==> src/rtl/numeric_display_scanner_if.sv <==
// Bus bundle for numeric_display_scanner.
// The master drives the load request, the value and the decimal points.
// The slave returns busy, overflow and the multiplexed segment/anode drive.
interface numeric_display_scanner_if #(
    parameter int unsigned N_DIGITS = 4,
    parameter int unsigned BIN_W    = 14
);
    logic                load;
    logic [BIN_W-1:0]    value;
    logic [N_DIGITS-1:0] dp_sel;
    logic                busy;
    logic                overflow;
    logic [7:0]          seg_code;
    logic [N_DIGITS-1:0] anode;

    modport master (
        output load, value, dp_sel,
        input  busy, overflow, seg_code, anode
    );

    modport slave (
        input  load, value, dp_sel,
        output busy, overflow, seg_code, anode
    );
endinterface

==> src/rtl/numeric_display_scanner.sv <==
// Multiplexed 7-segment numeric display driver.
// A captured binary value is converted to BCD by sequential shift-add-3
// (one bit per cycle), committed atomically to the display registers, and
// scanned out one digit per REFRESH_DIV cycles on active-low segments/anodes.
// Optional feature: define NUMERIC_DISPLAY_LZB_EN to compile in leading-zero
// blanking (digits above the most significant non-zero digit are dark).
module numeric_display_scanner #(
    parameter int unsigned N_DIGITS    = 4,
    parameter int unsigned BIN_W       = 14,
    parameter int unsigned REFRESH_DIV = 50000
) (
    input  logic                     clock,
    input  logic                     reset,
    numeric_display_scanner_if.slave bus
);

    localparam int unsigned IDX_W = (N_DIGITS > 1) ? $clog2(N_DIGITS) : 1;
    localparam int unsigned CNT_W = $clog2(REFRESH_DIV);
    localparam int unsigned BIT_W = $clog2(BIN_W + 1);
    localparam int unsigned BCD_W = 4 * N_DIGITS;

    function automatic longint unsigned pow10(input int unsigned n);
        longint unsigned r;
        r = 1;
        for (int unsigned i = 0; i < n; i++) begin
            r = r * 10;
        end
        return r;
    endfunction

    localparam longint unsigned OVF_LIMIT = pow10(N_DIGITS);

    function automatic logic [7:0] seg_of(input logic [3:0] d);
        logic [7:0] s;
        case (d)
            4'd0:    s = 8'hC0;
            4'd1:    s = 8'hF9;
            4'd2:    s = 8'hA4;
            4'd3:    s = 8'hB0;
            4'd4:    s = 8'h99;
            4'd5:    s = 8'h92;
            4'd6:    s = 8'h82;
            4'd7:    s = 8'hF8;
            4'd8:    s = 8'h80;
            4'd9:    s = 8'h90;
            default: s = 8'hFF;
        endcase
        return s;
    endfunction

    typedef enum logic [1:0] {
        IDLE,
        CONVERT,
        COMMIT
    } state_t;

    state_t              state_q, state_d;

    // Conversion datapath
    logic [BIN_W-1:0]    sh_q;
    logic [BCD_W-1:0]    bcd_q;
    logic [BCD_W-1:0]    bcd_d;
    logic [BIT_W-1:0]    bit_cnt_q;
    logic [N_DIGITS-1:0] dp_cap_q;
    logic                ovf_cap_q;

    // Committed display contents
    logic [BCD_W-1:0]    disp_q;
    logic [N_DIGITS-1:0] dp_q;
    logic                ovf_q;

    // Scan and output registers
    logic [CNT_W-1:0]    refresh_q;
    logic [IDX_W-1:0]    scan_idx_q;
    logic [7:0]          seg_q, seg_d;
    logic [N_DIGITS-1:0] anode_q, anode_d;

    // State register.
    always_ff @(posedge clock or negedge reset) begin
        if (!reset) begin
            state_q <= IDLE;
        end else begin
            state_q <= state_d;
        end
    end

    // Next-state logic: load only honoured in IDLE, BIN_W conversion cycles, one commit cycle.
    always_comb begin
        state_d = state_q;
        unique case (state_q)
            IDLE:    if (bus.load) state_d = CONVERT;
            CONVERT: if (bit_cnt_q == BIT_W'(BIN_W - 1)) state_d = COMMIT;
            COMMIT:  state_d = IDLE;
            default: state_d = IDLE;
        endcase
    end

    // One shift-add-3 step: correct every BCD digit >= 5, then shift in the next value bit.
    // The BCD register holds only N_DIGITS digits; any value below 10^N_DIGITS never needs more,
    // and for larger values the digits are discarded in favour of the overflow dashes.
    always_comb begin
        logic [BCD_W-1:0] adj;
        adj = bcd_q;
        for (int unsigned i = 0; i < N_DIGITS; i++) begin
            if (adj[4*i +: 4] >= 4'd5) begin
                adj[4*i +: 4] = adj[4*i +: 4] + 4'd3;
            end
        end
        bcd_d = {adj[BCD_W-2:0], sh_q[BIN_W-1]};
    end

    // Capture on load and run the conversion, MSB first.
    always_ff @(posedge clock or negedge reset) begin
        if (!reset) begin
            sh_q      <= '0;
            bcd_q     <= '0;
            bit_cnt_q <= '0;
            dp_cap_q  <= '0;
            ovf_cap_q <= 1'b0;
        end else begin
            case (state_q)
                IDLE: begin
                    if (bus.load) begin
                        sh_q      <= bus.value;
                        bcd_q     <= '0;
                        bit_cnt_q <= '0;
                        dp_cap_q  <= bus.dp_sel;
                        ovf_cap_q <= (64'(bus.value) >= OVF_LIMIT);
                    end
                end
                CONVERT: begin
                    sh_q      <= sh_q << 1;
                    bcd_q     <= bcd_d;
                    bit_cnt_q <= bit_cnt_q + BIT_W'(1);
                end
                default: ;
            endcase
        end
    end

    // Atomic commit of digits, decimal points and overflow flag.
    always_ff @(posedge clock or negedge reset) begin
        if (!reset) begin
            disp_q <= '0;
            dp_q   <= '0;
            ovf_q  <= 1'b0;
        end else if (state_q == COMMIT) begin
            disp_q <= bcd_q;
            dp_q   <= ovf_cap_q ? '0 : dp_cap_q;
            ovf_q  <= ovf_cap_q;
        end
    end

    // Refresh divider and scan index, free-running regardless of conversion state.
    always_ff @(posedge clock or negedge reset) begin
        if (!reset) begin
            refresh_q  <= '0;
            scan_idx_q <= '0;
        end else if (refresh_q == CNT_W'(REFRESH_DIV - 1)) begin
            refresh_q  <= '0;
            scan_idx_q <= (scan_idx_q == IDX_W'(N_DIGITS - 1)) ? '0 : scan_idx_q + IDX_W'(1);
        end else begin
            refresh_q  <= refresh_q + CNT_W'(1);
        end
    end

    // Segment pattern for the digit currently selected by the scan index.
    always_comb begin
        logic [3:0] cur_digit;
        logic       cur_dp;
`ifdef NUMERIC_DISPLAY_LZB_EN
        logic       nz_at_or_above;
`endif
        cur_digit = '0;
        cur_dp    = 1'b0;
        for (int unsigned i = 0; i < N_DIGITS; i++) begin
            if (IDX_W'(i) == scan_idx_q) begin
                cur_digit = disp_q[4*i +: 4];
                cur_dp    = dp_q[i];
            end
        end
        if (ovf_q) begin
            seg_d = 8'hBF;
        end else begin
            seg_d = seg_of(cur_digit);
`ifdef NUMERIC_DISPLAY_LZB_EN
            nz_at_or_above = 1'b0;
            for (int unsigned i = 0; i < N_DIGITS; i++) begin
                if (IDX_W'(i) >= scan_idx_q && disp_q[4*i +: 4] != 4'd0) begin
                    nz_at_or_above = 1'b1;
                end
            end
            if (scan_idx_q != '0 && !nz_at_or_above) begin
                seg_d = 8'hFF;
            end
`endif
            if (cur_dp) begin
                seg_d[7] = 1'b0;
            end
        end
        anode_d = ~(N_DIGITS'(1) << scan_idx_q);
    end

    // Registered display outputs, one cycle behind the scan index and display registers.
    always_ff @(posedge clock or negedge reset) begin
        if (!reset) begin
            seg_q   <= 8'hC0;
            anode_q <= ~(N_DIGITS'(1));
        end else begin
            seg_q   <= seg_d;
            anode_q <= anode_d;
        end
    end

    assign bus.busy     = (state_q != IDLE);
    assign bus.overflow = ovf_q;
    assign bus.seg_code = seg_q;
    assign bus.anode    = anode_q;

endmodule

==> src/flat_wrapper.sv <==
// flat-port wrapper written by rule: the top's interface ports become plain ports
module numeric_display_scanner_flat 
#(
    parameter int unsigned N_DIGITS    = 4,
    parameter int unsigned BIN_W       = 14,
    parameter int unsigned REFRESH_DIV = 50000
)
  (clock, reset, bus_load, bus_value, bus_dp_sel, bus_busy, bus_overflow, bus_seg_code, bus_anode);
  numeric_display_scanner_if #(.N_DIGITS(N_DIGITS), .BIN_W(BIN_W)) bus_i ();
  input  logic clock;
  input  logic reset;
  input wire logic [$bits(bus_i.load)-1:0] bus_load;
  input wire logic [$bits(bus_i.value)-1:0] bus_value;
  input wire logic [$bits(bus_i.dp_sel)-1:0] bus_dp_sel;
  output wire logic [$bits(bus_i.busy)-1:0] bus_busy;
  output wire logic [$bits(bus_i.overflow)-1:0] bus_overflow;
  output wire logic [$bits(bus_i.seg_code)-1:0] bus_seg_code;
  output wire logic [$bits(bus_i.anode)-1:0] bus_anode;
  assign bus_i.load = bus_load;
  assign bus_i.value = bus_value;
  assign bus_i.dp_sel = bus_dp_sel;
  assign bus_busy = bus_i.busy;
  assign bus_overflow = bus_i.overflow;
  assign bus_seg_code = bus_i.seg_code;
  assign bus_anode = bus_i.anode;
  numeric_display_scanner #(.N_DIGITS(N_DIGITS), .BIN_W(BIN_W), .REFRESH_DIV(REFRESH_DIV)) u_core (.clock(clock), .reset(reset), .bus(bus_i));
endmodule
==> config.mk <==
export PLATFORM = sky130hd
export DESIGN_NAME = numeric_display_scanner_flat
export DESIGN_NICKNAME = d
export VERILOG_FILES = /design/src/rtl/numeric_display_scanner_if.sv /design/src/rtl/numeric_display_scanner.sv /design/src/flat_wrapper.sv
export SDC_FILE = /design/constraint.sdc
export NUM_CORES = 1
export LEC_CHECK = 0
export CORE_MARGIN = 4
export CORE_UTILIZATION = 35
export DETAILED_ROUTE_END_ITERATION = 8
export HOLD_SLACK_MARGIN = 0.06
export PLACE_DENSITY = 0.51
export SLEW_MARGIN = 40
export SYNTH_ARGS = -nofsm -noshare
export SYNTH_HDL_FRONTEND = slang
export SYNTH_SLANG_ARGS = --single-unit
==> constraint.sdc <==
create_clock -name clock -period 2.1 [get_ports clock]
set_input_delay 0.42 -clock clock [delete_from_list [all_inputs] [get_ports clock]]
set_output_delay 0.42 -clock clock [all_outputs]
set_load 0.05 [all_outputs]
==> metrics, run 1 <==
final antenna-violating net count=0; CTS H-tree depth=3; Yosys top cell area share=about half; Req. time, crit path=between 2 and 2.5 ns; Initial Util=35.62%; status=complete, no violations; Setup Skew=around 0.0051 ns; worst vdd ir=0.6621 mV; final setup fails=0; static leakage=2.377 nW; Reg power frac=between 40% and 50%; Area Growth Syn to Fin=21.70%; FP Rows=40; Overall Power=0.006478 W; root buffer cell=clkbuf_16; CP Max Fanout=9; die height=118.3 microns; # port buffers=34; final hold violation count=0; layout cells sized above 1=10.95%; synth top area cells=dfrtp_1 51%, nand2_1 8.1%, ha_1 4.7%; Logic pwr share=32.4%; most instantiated cells after synthesis=92 x nand2_1, 87 x dfrtp_1, 35 x nor2_1; Slowest-stage cell, CP=dfrtp_1; Yosys cell types=49; Post-Route WL=between 8 and 9 mm; Final Cycle Share=92.29%; Clk Latency, worst-skew pair=0.34 ns; Syn Area/Cell=a little under 10 sq um; Clock power frac=26.7%; Synth Warn #=0; die span in x=118.3 microns; Slew @ Worst Pin=~0.6 ns; Total GRT Usage=between 10% and 20%; dpl hpwl=6.105 mm; CP cell instances=inv_1 -> ha_1 -> nand2_1 -> o211ai_1 -> o221ai_2 -> a211o_1 -> a31o_2; initial antenna violation count=0; HP Class=flop to flop; PwrDens=around 1200 mW/mm^2; first-pass GRT wire length=15.19 mm; sequential area share after synthesis=54.19%; FFs w/ async S/R, synth=100.0%; Reg area=0.002308 sq mm; Clock Path Buffers=2; WS Path Type=flop to flop; Worst-path clk slew=0.06 ns; ys flop type=dfrtp_1; P_sw=approximately 0.0022 W; final worst path period need=between 1.5 and 2 ns; core area=roughly 0.012 sq mm; Pre-antenna DRT Iters=4; CTS tree=yes; Post-Syn Area=0.004260 sq mm; Worst slew margin=60.26%; Switching Share=a little over a third; TritonCTS Buffers=9; via/cell ratio=4.913; antenna cells=0; Seq cells post-synth=92; Worst path top cell family by delay=compound AO/OA/AOI/OAI gates; Fillers=1154; CP arrival=2.17 ns; GR Overflow Total=0; pin count of the biggest net entering global routing=50; Final Max Slew Viols=0; Worst setup EP type=flop; P_int=about 0.0042 W; MaxCap Viol Count=0; DR WL/cell=13.73 microns; nets@finish=about 520; CP peak stage delay=0.42 ns; Post-synth EDFFs=0; DRC violations left=0; CTS sink cnt=between 90 and 100; setup TNS=0 ns; die area=0.01400 sq mm; I/O pins=35; area leader, netlist=dfrtp_1; vias in the first global route=about 3200; RSZ-0062 raised after global routing=false; Setup crit start kind=flop; worst path bufs/invs=1; Synth Instances=around 440; via count=3100; RePlAce Congestion=just over 0.8; area of the multi-input gates=roughly 0.0018 sq mm; fmax=516.0 MHz; DR iter-0 viols=169; Post-Syn Nets=472; count leader, synth=nand2_1
==> layer usage <==
layer  vias up  routed length, microns  global-route usage (%)
met2        52                    3864                   20.22
met4         0                     129                   6.520
met3        10                     300                   3.301
met1      1470                    4369                   17.83
li1       1568                       -                       -
met5         -                       0                       0
==> through the flow <==
| stage | setup slack, ns | instance area [sq um] | std cells | util, % | hold WS (ns) |
|---|---|---|---|---|---|
| final | 0.1618 | 5185 | 631 | 43.35 | 0.4737 |
| after global routing | 0.03641 | 5185 | 631 | 43.35 | 0.5041 |
| after CTS | 0.001944 | 5139 | 629 | 42.96 | 0.4807 |
| after detailed placement | 0.03087 | 4812 | 612 | 40.23 | 0.3332 |
| after global placement | 0.1282 | 4810 | 612 | 40.21 | 0.3294 |
| after floorplan | 0.1717 | 4260 | 435 | - | 0.1244 |
==> path summary, 6_finish.rpt <==
check                                                 start                          endpoint  slack [ns]  cells after the start
max                        u_core.scan_idx_q[0]$_DFFE_PN0N_  u_core.bus.seg_code[0]$_DFF_PN0_        0.16                      7
min                             u_core.sh_q[13]$_DFFE_PN0P_       u_core.sh_q[13]$_DFFE_PN0P_        0.47                      2
max reg2reg                u_core.scan_idx_q[0]$_DFFE_PN0N_  u_core.bus.seg_code[0]$_DFF_PN0_        0.16                      7
min reg2reg                     u_core.sh_q[13]$_DFFE_PN0P_       u_core.sh_q[13]$_DFFE_PN0P_        0.47                      2
max in group asynchronous                             reset        u_core.sh_q[0]$_DFFE_PN0P_        0.99                      3
min in group asynchronous                             reset     u_core.bus.anode[0]$_DFF_PN0_        0.51                      2
==> repair_timing <==
item | in CTS | in global routing
endpoints found under the hold margin | 14 | 0
pin swaps | 0 | 1
hold buffers | 1 | 0
endpoints found under the setup margin | 1 | 8
gates cloned | 0 | 0
buffers inserted | 0 | 2
resized for setup | 1 | 9
==> layout make-up <==
cell class                      instances  share of cell area, %
Clock buffer                           11                  4.681
Clock inverter                          5                  1.448
Timing Repair Buffer                   50                  9.097
Inverter                               18                  1.303
Tap cell                              147                  3.547
Sequential cell                        92                  44.52
Multi-Input combinational cell        308                  35.40
==> kinds of logic after synthesis <==
group                    after synthesis  share of synthesized area, %
multiplexers                           2                        0.6166
flip-flops                            92                         54.19
AND/OR/NAND/NOR                      184                         19.50
AO/OA/AOI/OAI                         84                         13.13
buffers and inverters                 35                         3.348
adder cells (fa/ha/maj)               16                         4.699
XOR/XNOR                              22                         4.523
==> state kept, by name, summed over array words and instances (netlist names) <==
register / count
u_core.bus.anode: 4
u_core.sh_q: 14
u_core.bcd_q: 16
u_core.bus.seg_code: 8
u_core.state_q: 2
u_core.bit_cnt_q: 4
u_core.disp_q: 16
u_core.dp_q: 4
u_core.dp_cap_q: 4
u_core.bus.overflow: 1
u_core.scan_idx_q: 2
u_core.ovf_cap_q: 1
u_core.refresh_q: 16
==> worst min-delay path, delay by kind of cell, from the launching register on <==
family           cells  cell delay (ns)
flip-flops           1             0.34
AND/OR/NAND/NOR      2             0.10
==> power groups by stage <==
stage	Sequential (W)	Combinational (W)	Clock, W
floorplan	0.00267	0.00146	0
global placement	0.00267	0.00207	0
detailed placement	0.00268	0.00211	0
CTS	0.00265	0.00211	0.00179
global route	0.00273	0.00241	0.00186
finish	0.00265	0.00210	0.00173
==> cell usage in the layout (no fill, tap or decap), types with 4 or more instances in the layout <==
master	synthesis	final
nand2_1	92	92
dfrtp_1	87	87
nor2_1	35	35
o21ai_0	29	29
clkdlybuf4s50_1	0	26
nand3_1	21	21
inv_1	18	18
buf_4	0	18
ha_1	16	13
xnor2_1	12	12
a21oi_1	11	11
xor2_1	10	10
o22ai_1	10	9
clkbuf_16	0	9
nand2b_1	8	8
nand4_1	5	5
nand3b_1	5	5
o31ai_1	5	5
a22oi_1	5	5
dfstp_2	5	5
a32o_1	4	4
(Power assumes the default switching activity.)
==> run 2, diff against run 1 <==
--- a/config.mk
+++ b/config.mk
@@ -6,10 +6,10 @@
 export NUM_CORES = 1
 export LEC_CHECK = 0
 export CORE_MARGIN = 4
-export CORE_UTILIZATION = 35
+export CORE_UTILIZATION = 27
 export DETAILED_ROUTE_END_ITERATION = 8
 export HOLD_SLACK_MARGIN = 0.06
-export PLACE_DENSITY = 0.51
+export PLACE_DENSITY = 0.41
 export SLEW_MARGIN = 40
 export SYNTH_ARGS = -nofsm -noshare
 export SYNTH_HDL_FRONTEND = slang
==> run 2 against run 1 <==
Effect of this change: clock skew is 0.0014 ns lower; non-clock buffer count is 2 lower; wire length is 6.5% higher; setup slack lost 0.073 ns; power is 0.14% lower; sequential power about the same; maximum frequency decreased by 3.6%; flip-flop and latch count unchanged.
==> metrics, run 2 (synthesis results as in run 1) <==
DR WL/cell=13.32 microns (-3.0%); biggest regs=u_core.bcd_q: 16 flops, u_core.disp_q: 16 flops, u_core.refresh_q: 16 flops; met1 wire length=4.745 mm (+8.6%); Setup Skew=0.003705 ns (-0.001370 ns); commonest non-fill, non-tap cells in the layout=92 x nand2_1, 87 x dfrtp_1, 35 x nor2_1; initial antenna violation count=0 (unchanged); Critical R2R Launch=u_core.scan_idx_q[1]$_DFFE_PN0N_; root buffer cell=clkbuf_16; I/O pins=35 (unchanged); most frequent CP cell=inv_1; Worst-path clk slew=0.06 ns (about the same); Worst slew margin=58.35% (-1.9 points); Slowest-stage cell, CP=dfrtp_1; Initial Util=27.82% (-7.8 points); Slew @ Worst Pin=0.6200 ns (+0.02849 ns); met2 wire length=3.960 mm (+2.5%); CP Max Fanout=9 (unchanged); Worst setup EP type=flop; beginning of the worst hold path=u_core.dp_cap_q[3]$_DFFE_PN0P_; first-pass GRT wire length=15.80 mm (+4.0%); CTS H-tree depth=3 (unchanged); antenna cells=0 (unchanged); RePlAce Congestion=0.7292 (-12%); Fillers=1612 (+40%); CTS tree=yes; CP peak stage delay=0.40 ns (-0.02 ns); vias in the first global route=3089 (-2.5%); via/cell ratio=4.424 (-9.9%); dpl hpwl=6.509 mm (+6.6%); WS Path Type=flop to flop; die area=0.01785 sq mm (+28%); final setup fails=0 (unchanged); FP Rows=45 (+13%); DRC violations left=0 (unchanged); DR iter-0 viols=162 (-4.1%); core area=0.01531 sq mm (+28%); PwrDens=1235 mW/mm^2 (-1.2%); most common cell after layout, fill and taps aside=nand2_1; RSZ-0062 raised after global routing=true; fmax=497.2 MHz (-3.6%); final worst path period need=2.011 ns (+0.07320 ns); Max Used Layer=met4; WHS=0.4779 ns (+0.004153 ns); Req. time, crit path=2.33 ns (about the same); # port buffers=34 (unchanged); CP cell instances=inv_1 -> ha_1 -> inv_1 -> nand3_1 -> a31oi_4 -> ha_1 -> inv_1 -> o21ai_0 -> a21o_1; status=complete, no violations; layout cells sized above 1=10.37% (-0.58 points); TritonCTS Buffers=9 (unchanged); final hold violation count=0 (unchanged); HP Class=flop to flop; Clock Path Buffers=2 (unchanged); nets@finish=514 (-0.39%); CP arrival=2.24 ns (+0.07 ns); die span in x=133.6 microns (+13%); Post-Route WL=9.228 mm (+6.5%); final antenna-violating net count=0 (unchanged); CTS sink cnt=92 (unchanged); MaxCap Viol Count=0 (unchanged); Final Max Slew Viols=0 (unchanged); CP Launch Point=u_core.scan_idx_q[1]$_DFFE_PN0N_; Total GRT Usage=11.03% (-2.3 points); Final Cycle Share=95.78% (+3.5 points); met3 routed WL=413 microns (+38%); pin count of the biggest net entering global routing=51 (+2.0%); static leakage=2.361 nW (-0.67%); Clk Latency, worst-skew pair=0.34 ns (about the same); Area Growth Syn to Fin=22.97%; pre-CTS WS=0.04822 ns (+0.01735 ns); Setup crit start kind=flop; Setup WS post-layout=0.08863 ns (-0.07320 ns); Pre-antenna DRT Iters=4 (unchanged); GR Overflow Total=0 (unchanged); via count=3066 (-1.1%); worst vdd ir=0.5094 mV (-23%); die height=133.6 microns (+13%)
run 2: timing repair:
item / in CTS / in global routing
endpoints found under the setup margin: 1 / 7
gates resized for setup: 1 / 6
endpoints found under the hold margin: 20 / 0
setup buffers: 0 / 0
hold buffers: 1 / 0
run 2: stage by stage:
stage	power, W	utilization (%)	cell area [sq um]	instances	TNS, ns
after floorplan	0.004132	-	4260	435	0
after global placement	0.004801	31.93	4890	676	0
after detailed placement	0.004830	31.94	4892	676	0
after CTS	0.006593	34.11	5224	693	0
after global routing	0.007004	34.21	5239	693	-0.05080
final	0.006469	34.21	5239	693	0
run 2: layout make-up:
type	instances	area [sq um]	share of cell area, %
Clock buffer	13	280.3	5.350
Sequential cell	92	2308	44.06
Timing Repair Buffer	48	456.7	8.717
Multi-Input combinational cell	308	1819	34.73
Clock inverter	3	42.54	0.8120
Tap cell	211	264.0	5.039
Inverter	18	67.56	1.290
run 2: worst paths after layout:
path	to	slack, ns	cells after the start
max	u_core.bus.seg_code[1]$_DFF_PN0_	0.09	9
min	u_core.dp_cap_q[3]$_DFFE_PN0P_	0.48	2
max reg2reg	u_core.bus.seg_code[1]$_DFF_PN0_	0.09	9
min reg2reg	u_core.dp_cap_q[3]$_DFFE_PN0P_	0.48	2
max in group asynchronous	u_core.bus.anode[2]$_DFF_PN1_	0.93	3
min in group asynchronous	u_core.dp_cap_q[1]$_DFFE_PN0P_	0.54	2
run 2: worst max-delay path, delay by kind of cell (launching register included):
family                     cells  cell delay (ns)
AOI/OAI and AO/OA              3             0.56
adders and majority gates      2             0.56
buffers and inverters          3             0.27
and+or+nand+nor                1             0.12
DFF                            1             0.40
run 2: where the power goes:
group / internal, W / switching (W) / total, W
clock network: 0.00105 / 0.000672 / 0.00172
registers: 0.00227 / 0.000378 / 0.00265
logic: 0.000880 / 0.00122 / 0.00210
run 2: routing by layer:
| layer | GRT usage, % | vias up |
|---|---|---|
| li1 | - | 1569 |
| met1 | 15.00 | 1443 |
| met2 | 16.62 | 46 |
| met3 | 3.965 | 8 |
| met4 | 3.086 | 0 |
| met5 | 0 | - |
==> run 3, diff against run 2 <==
--- a/config.mk
+++ b/config.mk
@@ -9,7 +9,7 @@
 export CORE_UTILIZATION = 27
 export DETAILED_ROUTE_END_ITERATION = 8
 export HOLD_SLACK_MARGIN = 0.06
-export PLACE_DENSITY = 0.41
+export PLACE_DENSITY = 0.43
 export SLEW_MARGIN = 40
 export SYNTH_ARGS = -nofsm -noshare
 export SYNTH_HDL_FRONTEND = slang
==> constraint.sdc (replaced) <==
create_clock -name clock -period 1.6 [get_ports clock]
set_input_delay 0.32 -clock clock [delete_from_list [all_inputs] [get_ports clock]]
set_output_delay 0.32 -clock clock [all_outputs]
set_load 0.05 [all_outputs]
==> run 3 against run 2 <==
Effect of this change: the run now ends with setup timing left; critical path depth is the same; maximum frequency rose by 13%; core utilization rose by 3.1 points; clock-buffer cell count stayed put; register-to-register slack lost 0.26 ns; critical path type unchanged; combinational power rose by 47%; power up 32%; setup slack worse by 0.26 ns; sequential share of layout area fell by 3.6 points; via count increased by 4.9%; die area is the same.
==> metrics, run 3 (synthesis results as in run 1) <==
Slew @ Worst Pin=0.6045 ns (-0.01554 ns); first-pass GRT wire length=16.64 mm (+5.3%); Post-Route WL=9.599 mm (+4.0%); Clk Latency, worst-skew pair=0.34 ns (about the same); worst vdd ir=0.5519 mV (+8.3%); CTS sink cnt=92 (unchanged); Switching Share=35.60% (+0.56 points); Initial Util=27.82% (unchanged); RePlAce Congestion=0.7513 (+3.0%); HP Class=flop to flop; Clock Path Buffers=2 (unchanged); Worst setup EP type=flop; GR Util met2=17.75% (+1.1 points); Setup crit start kind=flop; Total GRT Usage=11.57% (+0.54 points); worst path bufs/invs=3 (unchanged); most common cell after layout, fill and taps aside=nand2_1; commonest non-fill, non-tap cells in the layout=91 x nand2_1, 85 x dfrtp_1, 58 x buf_4; final antenna-violating net count=0 (unchanged); static leakage=2.606 nW (+10%); Final Cycle Share=110.8% (+15 points); GR Overflow Total=0 (unchanged); P_sw=0.003049 W (+35%); die area=0.01785 sq mm (unchanged); core area=0.01531 sq mm (unchanged); via/cell ratio=4.395 (-0.67%); Slowest-stage cell, CP=dfrtp_2; fmax=564.1 MHz (+13%); setup TNS=-0.9649 ns (-0.9649 ns); final setup fails=7 (+7); RSZ-0062 raised after global routing=true; I/O pins=35 (unchanged); DR WL/cell=13.11 microns (-1.5%); Pre-antenna DRT Iters=4 (unchanged); Logic pwr share=36.0% (+3.6 points); Overall Power=0.008567 W (+32%); met1 Usage GRT=15.90% (+0.90 points); vias in the first global route=3331 (+7.8%); Clock power frac=23.1% (-3.5 points); FP Rows=45 (unchanged); CTS H-tree depth=3 (unchanged); Final Max Slew Viols=0 (unchanged); DRC violations left=0 (unchanged); most frequent CP cell=ha_4; Cell Area, Placed=0.005233 sq mm (+7.0%); P_int=0.005517 W (+31%); MaxCap Viol Count=0 (unchanged); design area=0.005714 sq mm (+9.1%); biggest regs=u_core.bcd_q: 16 flops, u_core.disp_q: 16 flops, u_core.refresh_q: 16 flops; Setup Skew=0.006543 ns (+0.002838 ns); CP arrival=2.01 ns (-0.23 ns); # port buffers=34 (unchanged); Reg power frac=41.0% (about the same); CP cell instances=buf_6 -> ha_4 -> inv_4 -> nand3_2 -> a31oi_4 -> ha_4 -> inv_1 -> o21ai_0 -> a21o_1; PwrDens=1499 mW/mm^2 (+21%); Area Growth Syn to Fin=34.13%; dpl hpwl=6.788 mm (+4.3%); pre-CTS WS=-0.2747 ns (-0.3229 ns); root buffer cell=clkbuf_16; DR iter-0 viols=144 (-11%); initial antenna violation count=0 (unchanged); Worst path top cell family by delay=compound AO/OA/AOI/OAI gates; layout cells sized above 1=23.42% (+13 points); final hold violation count=0 (unchanged); antenna cells=0 (unchanged); Worst-path clk slew=0.06 ns (about the same); final worst path period need=1.773 ns (-0.2387 ns); Worst slew margin=59.52% (+1.2 points); routing usage on met3=3.361% (-0.60 points); busiest layer in global routing=met2; pin count of the biggest net entering global routing=50 (-2.0%); Req. time, crit path=1.83 ns (-0.50 ns); CP peak stage delay=0.45 ns (+0.05 ns); WS Path Type=flop to flop; die height=133.6 microns (unchanged); die span in x=133.6 microns (unchanged); CTS tree=yes; via count=3217 (+4.9%); violated checks=setup timing; Setup WS post-layout=-0.1726 ns (-0.2613 ns); TritonCTS Buffers=9 (unchanged); CP Max Fanout=8 (-1); status=finished with violations; nets@finish=554 (+7.8%)
[run 3: changes by cell type in the layout (fill, tap and decap cells not counted), sizes merged]
cell / delta
buf: +51
dlygate4sd2: -1
clkinv: +1
dlymetal6s2s: -3
bufinv: -1
clkdlybuf4s50: -7
clkinvlp: -1
[run 3: timing repair]
item	in CTS	in global routing
buffers inserted	3	3
pin swaps	9	5
endpoints found under the setup margin	10	28
hold buffers	1	0
resized for setup	26	8
hold endpoints to repair	87	0
[run 3: cell type report]
type | count | area (sq um)
Inverter | 18 | 70.07
Sequential cell | 92 | 2311
Clock buffer | 13 | 260.3
Multi-Input combinational cell | 308 | 1981
Timing Repair Buffer | 88 | 818.3
Clock inverter | 2 | 10.01
Fill cell | 1548 | 9600
Tap cell | 211 | 264.0
[run 3: worst register-to-register path: cells and delay by family (launching register included)]
family / cells / cell delay (ns)
AO/OA/AOI/OAI: 3 / 0.48
buffers and inverters: 3 / 0.27
adder cells (fa/ha/maj): 2 / 0.41
flip-flops: 1 / 0.45
AND/OR/NAND/NOR: 1 / 0.08
[run 3: metrics by stage]
step           utilization, %  instances  hold slack, ns
2_1_floorplan               -        435         0.02441
5_1_grt                 37.31        732          0.5038
4_1_cts                 37.02        729          0.4747
3_3_place_gp            34.15        710          0.3387
6_report                37.31        732          0.4665
3_5_place_dp            34.17        710          0.3330
[run 3: power groups by stage]
| stage | combinational, W | sequential, W | clock [W] |
|---|---|---|---|
| floorplan | 0.00192 | 0.00351 | 0 |
| global placement | 0.00297 | 0.00352 | 0 |
| detailed placement | 0.00302 | 0.00353 | 0 |
| CTS | 0.00309 | 0.00350 | 0.00206 |
| global route | 0.00354 | 0.00361 | 0.00216 |
| finish | 0.00308 | 0.00351 | 0.00197 |
[run 3: final timing paths]
check | end | from | cells after the start | slack [ns]
max | u_core.bus.seg_code[1]$_DFF_PN0_ | u_core.scan_idx_q[0]$_DFFE_PN0N_ | 9 | -0.17
min reg2reg | u_core.dp_q[2]$_DFFE_PN0N_ | u_core.dp_q[2]$_DFFE_PN0N_ | 2 | 0.47
min | u_core.dp_q[2]$_DFFE_PN0N_ | u_core.dp_q[2]$_DFFE_PN0N_ | 2 | 0.47
max in group asynchronous | u_core.bus.anode[3]$_DFF_PN1_ | reset | 3 | 0.79
min in group asynchronous | u_core.dp_q[2]$_DFFE_PN0N_ | reset | 3 | 0.51
max reg2reg | u_core.bus.seg_code[1]$_DFF_PN0_ | u_core.scan_idx_q[0]$_DFFE_PN0N_ | 9 | -0.17
[run 3: per-layer routing]
layer | wire length, microns | share of wire [%] | vias to the layer above
li1 | - | - | 1646
met1 | 4786 | 50 | 1508
met2 | 4364 | 45 | 51
met3 | 337 | 3.5 | 12
met4 | 110 | 1.1 | 0
met5 | 0 | 0 | -
